$ cat src/rtl/ped_btn_cond_pkg.sv
// Shared definitions for the pedestrian button conditioner: state encodings,
// default timing constants and the counter-width helper.
package ped_btn_cond_pkg;

  typedef enum logic [2:0] {
    S_IDLE     = 3'd0,
    S_PRESS_DB = 3'd1,
    S_HOLD     = 3'd2,
    S_WAIT_REL = 3'd3,
    S_REL_DB   = 3'd4
  } btn_state_t;

  localparam int TL_SYS_CLK_HZ      = 50_000_000;
  localparam int TL_DEBOUNCE_MS     = 10;
  localparam int TL_HOLD_MS         = 1500;
  localparam int TL_DEBOUNCE_CYCLES = (TL_SYS_CLK_HZ / 1000) * TL_DEBOUNCE_MS;
  localparam int TL_HOLD_CYCLES     = (TL_SYS_CLK_HZ / 1000) * TL_HOLD_MS;

  // One counter serves both debounce and hold; never narrower than 1 bit.
  function automatic int cnt_width(input int a, input int b);
    int m;
    m = (a > b) ? a : b;
    return (m > 1) ? $clog2(m) : 1;
  endfunction

endpackage

$ cat src/rtl/sync_2ff.sv
// Generic 1-bit two-flop synchroniser, asynchronous active-low reset to 0.
module sync_2ff (
  input  logic clk,
  input  logic rst_n,
  input  logic i_d,
  output logic o_q
);

  logic r_meta;
  logic r_sync;

  always_ff @(posedge clk or negedge rst_n) begin
    if (!rst_n) begin
      r_meta <= 1'b0;
      r_sync <= 1'b0;
    end else begin
      r_meta <= i_d;
      r_sync <= r_meta;
    end
  end

  assign o_q = r_sync;

endmodule

$ cat src/rtl/ped_btn_cond.sv
// Pedestrian button conditioner: synchronise, debounce press/release, stretch
// each accepted press into a HOLD_CYCLES request. Option: BTN_ACTIVE_LOW_EN.
//
// state      | meaning
// S_IDLE     | released and armed, waiting for btn_s high
// S_PRESS_DB | debouncing a press
// S_HOLD     | ped_req asserted for HOLD_CYCLES, button ignored
// S_WAIT_REL | hold over, waiting for the button to be released
// S_REL_DB   | debouncing a release
module ped_btn_cond
  import ped_btn_cond_pkg::*;
#(
  parameter int DEBOUNCE_CYCLES = TL_DEBOUNCE_CYCLES,
  parameter int HOLD_CYCLES     = TL_HOLD_CYCLES
) (
  input  logic       clk,
  input  logic       rst_n,
  input  logic       btn_raw,
  output logic       ped_req,
  output logic       press_pulse,
  output logic [7:0] press_cnt
);

  localparam int CNT_W = cnt_width(DEBOUNCE_CYCLES, HOLD_CYCLES);
  localparam logic [CNT_W-1:0] DB_LAST   = CNT_W'(DEBOUNCE_CYCLES - 1);
  localparam logic [CNT_W-1:0] HOLD_LAST = CNT_W'(HOLD_CYCLES - 1);

  logic       w_btn_in;
  logic       w_btn_s;
  logic       w_db_done;
  logic       w_hold_done;
  logic       w_accept;
  btn_state_t r_state;
  btn_state_t w_state_nxt;
  logic [CNT_W-1:0] r_cnt;
  logic       r_ped_req;
  logic       r_press_pulse;
  logic [7:0] r_press_cnt;

  // Inverting ahead of the synchroniser keeps flop reset value = released.
`ifdef BTN_ACTIVE_LOW_EN
  assign w_btn_in = ~btn_raw;
`else
  assign w_btn_in = btn_raw;
`endif

  sync_2ff u_sync (
    .clk   (clk),
    .rst_n (rst_n),
    .i_d   (w_btn_in),
    .o_q   (w_btn_s)
  );

  assign w_db_done   = (r_cnt == DB_LAST);
  assign w_hold_done = (r_cnt == HOLD_LAST);

  always_comb begin
    w_state_nxt = S_IDLE;
    case (r_state)
      S_IDLE:     w_state_nxt = w_btn_s ? S_PRESS_DB : S_IDLE;
      S_PRESS_DB: begin
        if (!w_btn_s)       w_state_nxt = S_IDLE;
        else if (w_db_done) w_state_nxt = S_HOLD;
        else                w_state_nxt = S_PRESS_DB;
      end
      S_HOLD:     w_state_nxt = w_hold_done ? S_WAIT_REL : S_HOLD;
      S_WAIT_REL: w_state_nxt = w_btn_s ? S_WAIT_REL : S_REL_DB;
      S_REL_DB: begin
        if (w_btn_s)        w_state_nxt = S_WAIT_REL;
        else if (w_db_done) w_state_nxt = S_IDLE;
        else                w_state_nxt = S_REL_DB;
      end
      default:    w_state_nxt = S_IDLE;
    endcase
  end

  assign w_accept = (r_state == S_PRESS_DB) && (w_state_nxt == S_HOLD);

  always_ff @(posedge clk or negedge rst_n) begin
    if (!rst_n) begin
      r_state       <= S_IDLE;
      r_cnt         <= '0;
      r_ped_req     <= 1'b0;
      r_press_pulse <= 1'b0;
      r_press_cnt   <= 8'd0;
    end else begin
      r_state <= w_state_nxt;
      if (w_state_nxt != r_state)
        r_cnt <= '0;
      else if ((r_state == S_PRESS_DB) || (r_state == S_HOLD) || (r_state == S_REL_DB))
        r_cnt <= r_cnt + CNT_W'(1);
      r_ped_req     <= (w_state_nxt == S_HOLD);
      r_press_pulse <= w_accept;
      if (w_accept)
        r_press_cnt <= r_press_cnt + 8'd1;
    end
  end

  assign ped_req     = r_ped_req;
  assign press_pulse = r_press_pulse;
  assign press_cnt   = r_press_cnt;

endmodule

$ cat config.mk
export PLATFORM = sky130hd
export DESIGN_NAME = ped_btn_cond
export DESIGN_NICKNAME = d
export VERILOG_FILES = /design/src/rtl/ped_btn_cond_pkg.sv /design/src/rtl/sync_2ff.sv /design/src/rtl/ped_btn_cond.sv
export SDC_FILE = /design/constraint.sdc
export NUM_CORES = 1
export LEC_CHECK = 0
export CELL_PAD_IN_SITES_DETAIL_PLACEMENT = 0
export CELL_PAD_IN_SITES_GLOBAL_PLACEMENT = 1
export CORE_MARGIN = 2
export CORE_UTILIZATION = 30
export CTS_CLUSTER_DIAMETER = 60
export DETAILED_ROUTE_END_ITERATION = 10
export PLACE_DENSITY = 0.62
export REMOVE_ABC_BUFFERS = 1
export SETUP_SLACK_MARGIN = 0.02
export SKIP_CTS_REPAIR_TIMING = 1
export SYNTH_ARGS = -nofsm -noshare
export SYNTH_HDL_FRONTEND = slang
export SYNTH_HIERARCHICAL = 1
export SYNTH_SLANG_ARGS = --single-unit
$ cat constraint.sdc
create_clock -name clk -period 3.1 [get_ports clk]
set_input_delay 0.62 -clock clk [delete_from_list [all_inputs] [get_ports clk]]
set_output_delay 0.62 -clock clk [all_outputs]
set_load 0.1 [all_outputs]
==> impl_results.md, run 1 <==
* Area Overhead vs Synth at 12.3%
* Synth async-reset ratio at 1.00
* Clk_lat worst skew at 0.29 ns
* Share of cells above drive strength 1 at 0.101
* Clk root buf: clkbuf_8
* WP data arrival at between 2 and 3 ns
* Final period util at 0.763
* Vias in the first global route at 1,570
* First-pass GRT wire length at between 8000 and 9000 um
* #FFs+latches synth at 42
* Detailed router's first-iteration violation count at just under 100
* Worst slew pin tran at 1.06 ns
* Post-DP HPWL at 3150 um
* Routability cong. at between 0.7 and 0.8
* Ys Warns at 6
* FP Rows at 31
* Setup crit end kind: flip-flop
* Setup-failing EPs final at 0
* CTS tree: built
* DRC errors left at 0
* Worst min path class: flip-flop to flip-flop
* Primary FF master, synth: dfrtp_1
* Htree depth at 2
* Per-cell routed wire length at around 14 um
* RSZ-0062 raised after global routing: no
* CP Launch Type: flip-flop
* Max Transition Viols Final at 0
* Largest net degree at the start of global routing at 43
* Overall Power at 0.966 mW
* Clock skew at 0.00398 ns
* Slowest stage cell on the critical path: or4b_4
* Clock Sink Count at 42
* Syn avg cell area at just under 10 um2
* Die Y at about 90 um
* Post-Synthesis Cells at 225
* Routed Antenna Nets at 0
* Nets at 242
* VDD IR max at 0.182 mV
* PD cells at 390 nW/um2
* Clk slew on worst S/H paths at 0.08 ns
* Vias at approximately 1,600
* Layout filler cell count at ~750
* Setup TNS at 0 ns
* Status: complete, no violations
* Num CTS Buffers at 5
* Post-synth EDFFs at 0
* Max Clk Rate at 423 MHz
* Vias per inst at 4.88
* Leak pwr at 0.972 nW
* Area of the mapped netlist at 2200 um2
* Ports at 13
* Register area at 1050 um2
* Initial antenna violation count at 0
* Global route overflow at 0
* Crit-path cells: or4b_4 > or3_1 > o31a_1 > o22ai_4 > buf_4 > nor2_1
* Post-layout minimum cycle time at 2.37 ns
* Initial Utilization at 0.307
* Netlist cell types at 40
* Port Buffers at 12
* GR Util All Layers at 0.125
* Pre-antenna DRT Iters at 4
* Worst-path fanout max at 27
* Crit path kind: flip-flop to flip-flop
* Multi-input logic area at 1090 um2
* Routed wire length at 4760 um
* Die W at ~90 um
* Max clock buf depth at 2
* Sequential area share after synthesis at 0.477
* Peak per-stage delay on the critical path at roughly 0.57 ns
* Die ar. at 8050 um2
* Req. time, crit path at 3.27 ns
* Max-Cap Viols at 0
* Endpoints failing hold at 0
* Core ar. at 7180 um2
* Diode count at 0
* Relative slew slack at 0.295
## registers in the layout, indices dropped and copies added, names as in the netlist
signal	flops
r_cnt	27
press_cnt	8
r_state	3
ped_req	1
press_pulse	1
u_sync/o_q	1
u_sync/r_meta	1
## layout by cell type, fill, tap and decap left out, types with 5 or more instances in the layout
cell type | synthesis | final
dfrtp_1 | 42 | 42
nor2_1 | 34 | 34
xnor2_1 | 30 | 30
nand2_1 | 17 | 17
nor4_1 | 13 | 13
buf_4 | 0 | 12
nor3_1 | 9 | 9
nand3_1 | 8 | 8
nand4_1 | 7 | 7
and4_1 | 6 | 6
clkbuf_8 | 0 | 6
and3_1 | 5 | 5
## power breakdown
group	internal (mW)	leakage (nW)	switching (mW)	total, mW
clock	0.180	0.0482	0.187	0.367
combinational	0.0116	0.345	0.0296	0.0412
sequential	0.551	0.579	0.00606	0.557
total	0.743	0.972	0.223	0.966
## Yosys cell counts (2+ instances only)
cell type  number  area [um2]
and4_1          6        52.6
nor3b_1         2        15.0
mux2i_1         2        20.0
nor2b_1         2        12.5
nor4bb_1        3        30.0
nand4_1         7        43.8
dfrtp_1        42        1050
inv_1           4        15.0
nand2_1        17        63.8
nand2b_1        2        12.5
buf_6           2        22.5
nor4b_1         2        17.5
clkbuf_1        6        22.5
ha_1            2        25.0
and3_1          5        31.3
xor2_1          4        35.0
nor4_1         13        81.3
a21oi_1         3        15.0
or3_1           2        12.5
nand3_1         8        40.0
nor2_1         34         128
xnor2_1        30         263
nor3_1          9        45.0
o21ai_0         2        10.0
## path summary, 6_finish.rpt
| check | startpoint | endpoint | slack [ns] | cells after the start |
|---|---|---|---|---|
| max | r_cnt[9]$_DFFE_PN0P_ | r_cnt[11]$_DFFE_PN0P_ | 0.73 | 6 |
| min | u_sync/r_meta$_DFF_PN0_ | u_sync/o_q$_DFF_PN0_ | 0.36 | 0 |
| max reg2reg | r_cnt[9]$_DFFE_PN0P_ | r_cnt[11]$_DFFE_PN0P_ | 0.73 | 6 |
| min reg2reg | u_sync/r_meta$_DFF_PN0_ | u_sync/o_q$_DFF_PN0_ | 0.36 | 0 |
| max in group asynchronous | rst_n | r_cnt[22]$_DFFE_PN0P_ | 2.03 | 1 |
| min in group asynchronous | rst_n | r_state[2]$_DFF_PN0_ | 0.48 | 1 |
## worst max-delay path: cells and delay by family (launching register included)
kind | cells | cell delay, ns
flip-flops | 1 | 0.42
AND/OR/NAND/NOR | 3 | 1.07
buffers and inverters | 1 | 0.32
AO/OA/AOI/OAI | 2 | 0.42
## final cells by class
class	instances	area share
multi-input combinational	170	0.440
tap	99	0.0501
timing repair buffer	14	0.0425
sequential	42	0.425
clock buffer	7	0.0349
clock inverter	1	0.00202
inverter	4	0.00607
## cell families (layout without fill, tap and decap cells)
kind of cell,count (synthesis),after routing,share of synthesized area
simple gates,116,116,0.281
flops,42,42,0.477
xor+xnor,34,34,0.135
compound gates,15,15,0.0517
buf+inv,13,26,0.0295
mux,3,3,0.0142
fa+ha+maj,2,2,0.0114
## per-stage QoR
step	utilization	cell area, um2	instances	hold WS (ns)	setup slack, ns
after detailed placement	0.332	2380	329	0.342	0.748
after global routing	0.345	2470	337	0.373	0.620
after floorplan	-	2150	216	0.324	0.832
after global placement	0.332	2380	329	0.349	0.775
after CTS	0.345	2470	337	0.370	0.732
final	0.345	2470	337	0.363	0.735
## per-layer routing
metal | track usage | up-vias | routed length [um]
met5 | 0 | - | 0
met4 | 0.0346 | 0 | 40
met3 | 0.0344 | 4 | 158
met2 | 0.191 | 23 | 2130
met1 | 0.177 | 793 | 2430
li1 | - | 824 | -
Note: power is estimated with default switching activity, not from simulation.
==> run 2, diff against run 1 <==
--- a/config.mk
+++ b/config.mk
@@ -11,7 +11,7 @@
 export CORE_UTILIZATION = 30
 export CTS_CLUSTER_DIAMETER = 60
 export DETAILED_ROUTE_END_ITERATION = 10
-export PLACE_DENSITY = 0.62
+export PLACE_DENSITY = 0.64
 export REMOVE_ABC_BUFFERS = 1
 export SETUP_SLACK_MARGIN = 0.02
 export SKIP_CTS_REPAIR_TIMING = 1
==> constraint.sdc (replaced) <==
create_clock -name clk -period 1.9 [get_ports clk]
set_input_delay 0.38 -clock clk [delete_from_list [all_inputs] [get_ports clk]]
set_output_delay 0.38 -clock clk [all_outputs]
set_load 0.1 [all_outputs]
==> run 2 against run 1 <==
  * The flow now finishes with violations (setup timing)
  * Setup slack lost 1.0 ns
  * Register-to-register slack lost 1.0 ns
  * Clock power rose by 94%
  * Combinational power increased by 110%
  * Wire length rose by 4.2%
  * Worst hold slack worse by 0.32 ns
  * Critical path type unchanged
  * Critical endpoint is now r_cnt[3]$_DFFE_PN0P_
  * Largest cell class unchanged
  * Largest power group unchanged
==> impl_results.md, run 2 (synthesis gave the netlist of run 1 again) <==
* Area Overhead vs Synth at 32.4%
* Post-layout minimum cycle time at 2.17 ns
* Register area at 1050 um2
* Clk root buf: clkbuf_8
* WP data arrival at around 2.4 ns
* Multi-input logic area at ~1100 um2
* FP Rows at 31
* Req. time, crit path at 2.08 ns
* Endpoints failing hold at 0
* Number of non-filler instances in the completed layout at 370
* Worst slew pin tran at 0.543 ns
* Post-DP HPWL at 3520 um
* Placed cells at 362
* Max Transition Viols Final at 0
* Crit path kind: flip-flop to flip-flop
* Most common cell after layout, fill and taps aside: dfrtp_1
* M3 GR Usage at 0.0277
* Clk slew on worst S/H paths at 0.08 ns
* Status: finished with violations
* Clock skew at 0.0126 ns
* Largest net degree at the start of global routing at 28
* Max reg flops at 27
* Die W at 89.7 um
* Design area at 2920 um2
* Initial antenna violation count at 0
* Worst-path fanout max at 27
* Nets at 276
* Slowest stage cell on the critical path: or4b_4
* Worst r2r path cells at 6
* Die Y at 89.7 um
* Routed Antenna Nets at 0
* Layout filler cell count at just over 700
* Placement Cell Area at 2760 um2
* GR peak layer: met2
* Diode count at 0
* Max clock buf depth at 2
* Initial Utilization at 0.307
* Failing checks: setup timing
* Met1 usage at 0.177
* Leak pwr at 1.20 nW
* Setup crit end kind: flip-flop
* Max Clk Rate at 460 MHz
* CTS tree: built
* Ports at 13
* Core ar. at 7180 um2
* Setup TNS at -8.11 ns
* PnR worst setup slack at -0.274 ns
* Most frequent cells in the layout: dfrtp_1, buf_4, nor2_1
* Routability cong. at 0.779
* Share of cells above drive strength 1 at 0.240
* CP Launch Type: flip-flop
* Num CTS Buffers at 5
* Pre-antenna DRT Iters at 4
* First-pass GRT wire length at 8510 um
* Clock Sink Count at 42
* Vias in the first global route at 1,704
* RSZ-0062 raised after global routing: yes
* PD cells at 584 nW/um2
* Max-Cap Viols at 0
* Detailed router's first-iteration violation count at 62
* DRC errors left at 0
* Global route overflow at 0
* Per-cell routed wire length at 13.4 um
* Peak per-stage delay on the critical path at 0.55 ns
* Routed wire length at about 5000 um
* GR Util All Layers at 0.129
* Port Buffers at 12
* Reg with most FFs: r_cnt
* Worst hold slack at about 0.047 ns
* Worst min path class: primary input to async pin
* Met2 Resource Use GR at 0.209
* Final period util at 1.14
* Relative slew slack at 0.634
* Crit-path cells: or4b_4 > or3_4 > o31a_1 > o22ai_4 > buf_12 > nor2_1
* Setup-failing EPs final at 36
* Vias at 1,774
* Reg-to-Reg End: r_cnt[3]$_DFFE_PN0P_
* Htree depth at 2
* Vias per inst at 4.79
* VDD IR max at about 0.34 mV
* Die ar. at between 8000 and 9000 um2
* R2r startpoint: r_cnt[9]$_DFFE_PN0P_
* Internal reg-to-reg setup slack at -0.27 ns
* Clk_lat worst skew at 0.29 ns
==> run 2: how the worst max path moves through the flow <==
| stage | start | to | cells past startpoint |
|---|---|---|---|
| after floorplan | r_cnt[9]$_DFFE_PN0P_ | r_cnt[0]$_DFFE_PN0P_ | 5 |
| after global placement | r_cnt[9]$_DFFE_PN0P_ | press_cnt[7]$_DFFE_PN0P_ | 7 |
| after detailed placement | r_cnt[9]$_DFFE_PN0P_ | press_cnt[7]$_DFFE_PN0P_ | 7 |
| after CTS | r_cnt[9]$_DFFE_PN0P_ | press_cnt[7]$_DFFE_PN0P_ | 7 |
| after global routing | r_cnt[9]$_DFFE_PN0P_ | r_cnt[3]$_DFFE_PN0P_ | 6 |
| final | r_cnt[9]$_DFFE_PN0P_ | r_cnt[3]$_DFFE_PN0P_ | 6 |
==> run 2: area by class of cell <==
class / count / share of cell area
repair buffers: 48 / 0.168
flip-flops and latches: 42 / 0.360
well taps: 99 / 0.0425
inverters: 4 / 0.00515
multi-input cells: 170 / 0.386
clock inverters: 1 / 0.0103
clock buffers: 6 / 0.0283
==> run 2: critical path: cells and delay by family, from the launching register on <==
| kind | cells | cell delay [ns] |
|---|---|---|
| AND/OR/NAND/NOR | 3 | 1.02 |
| flip-flops | 1 | 0.38 |
| buffers and inverters | 1 | 0.20 |
| AO/OA/AOI/OAI | 2 | 0.46 |
==> run 2: stage by stage <==
step,power [mW],setup slack [ns],util
floorplan,0.960,-0.368,-
global placement,1.01,-0.288,0.384
detailed placement,1.01,-0.295,0.384
CTS,1.73,-0.322,0.400
global route,1.77,-0.356,0.406
finish,1.70,-0.274,0.406
==> run 2: metal layers <==
layer / share of wire / vias up
li1: - / 881
met1: 0.49 / 864
met2: 0.48 / 27
met3: 0.028 / 2
met4: 0.0042 / 0
met5: 0 / -
==> run 2: power by group <==
part | total, mW | internal, mW | switching (mW)
Clock | 0.711 | 0.421 | 0.290
Sequential | 0.907 | 0.900 | 0.00729
Combinational | 0.0846 | 0.0308 | 0.0538
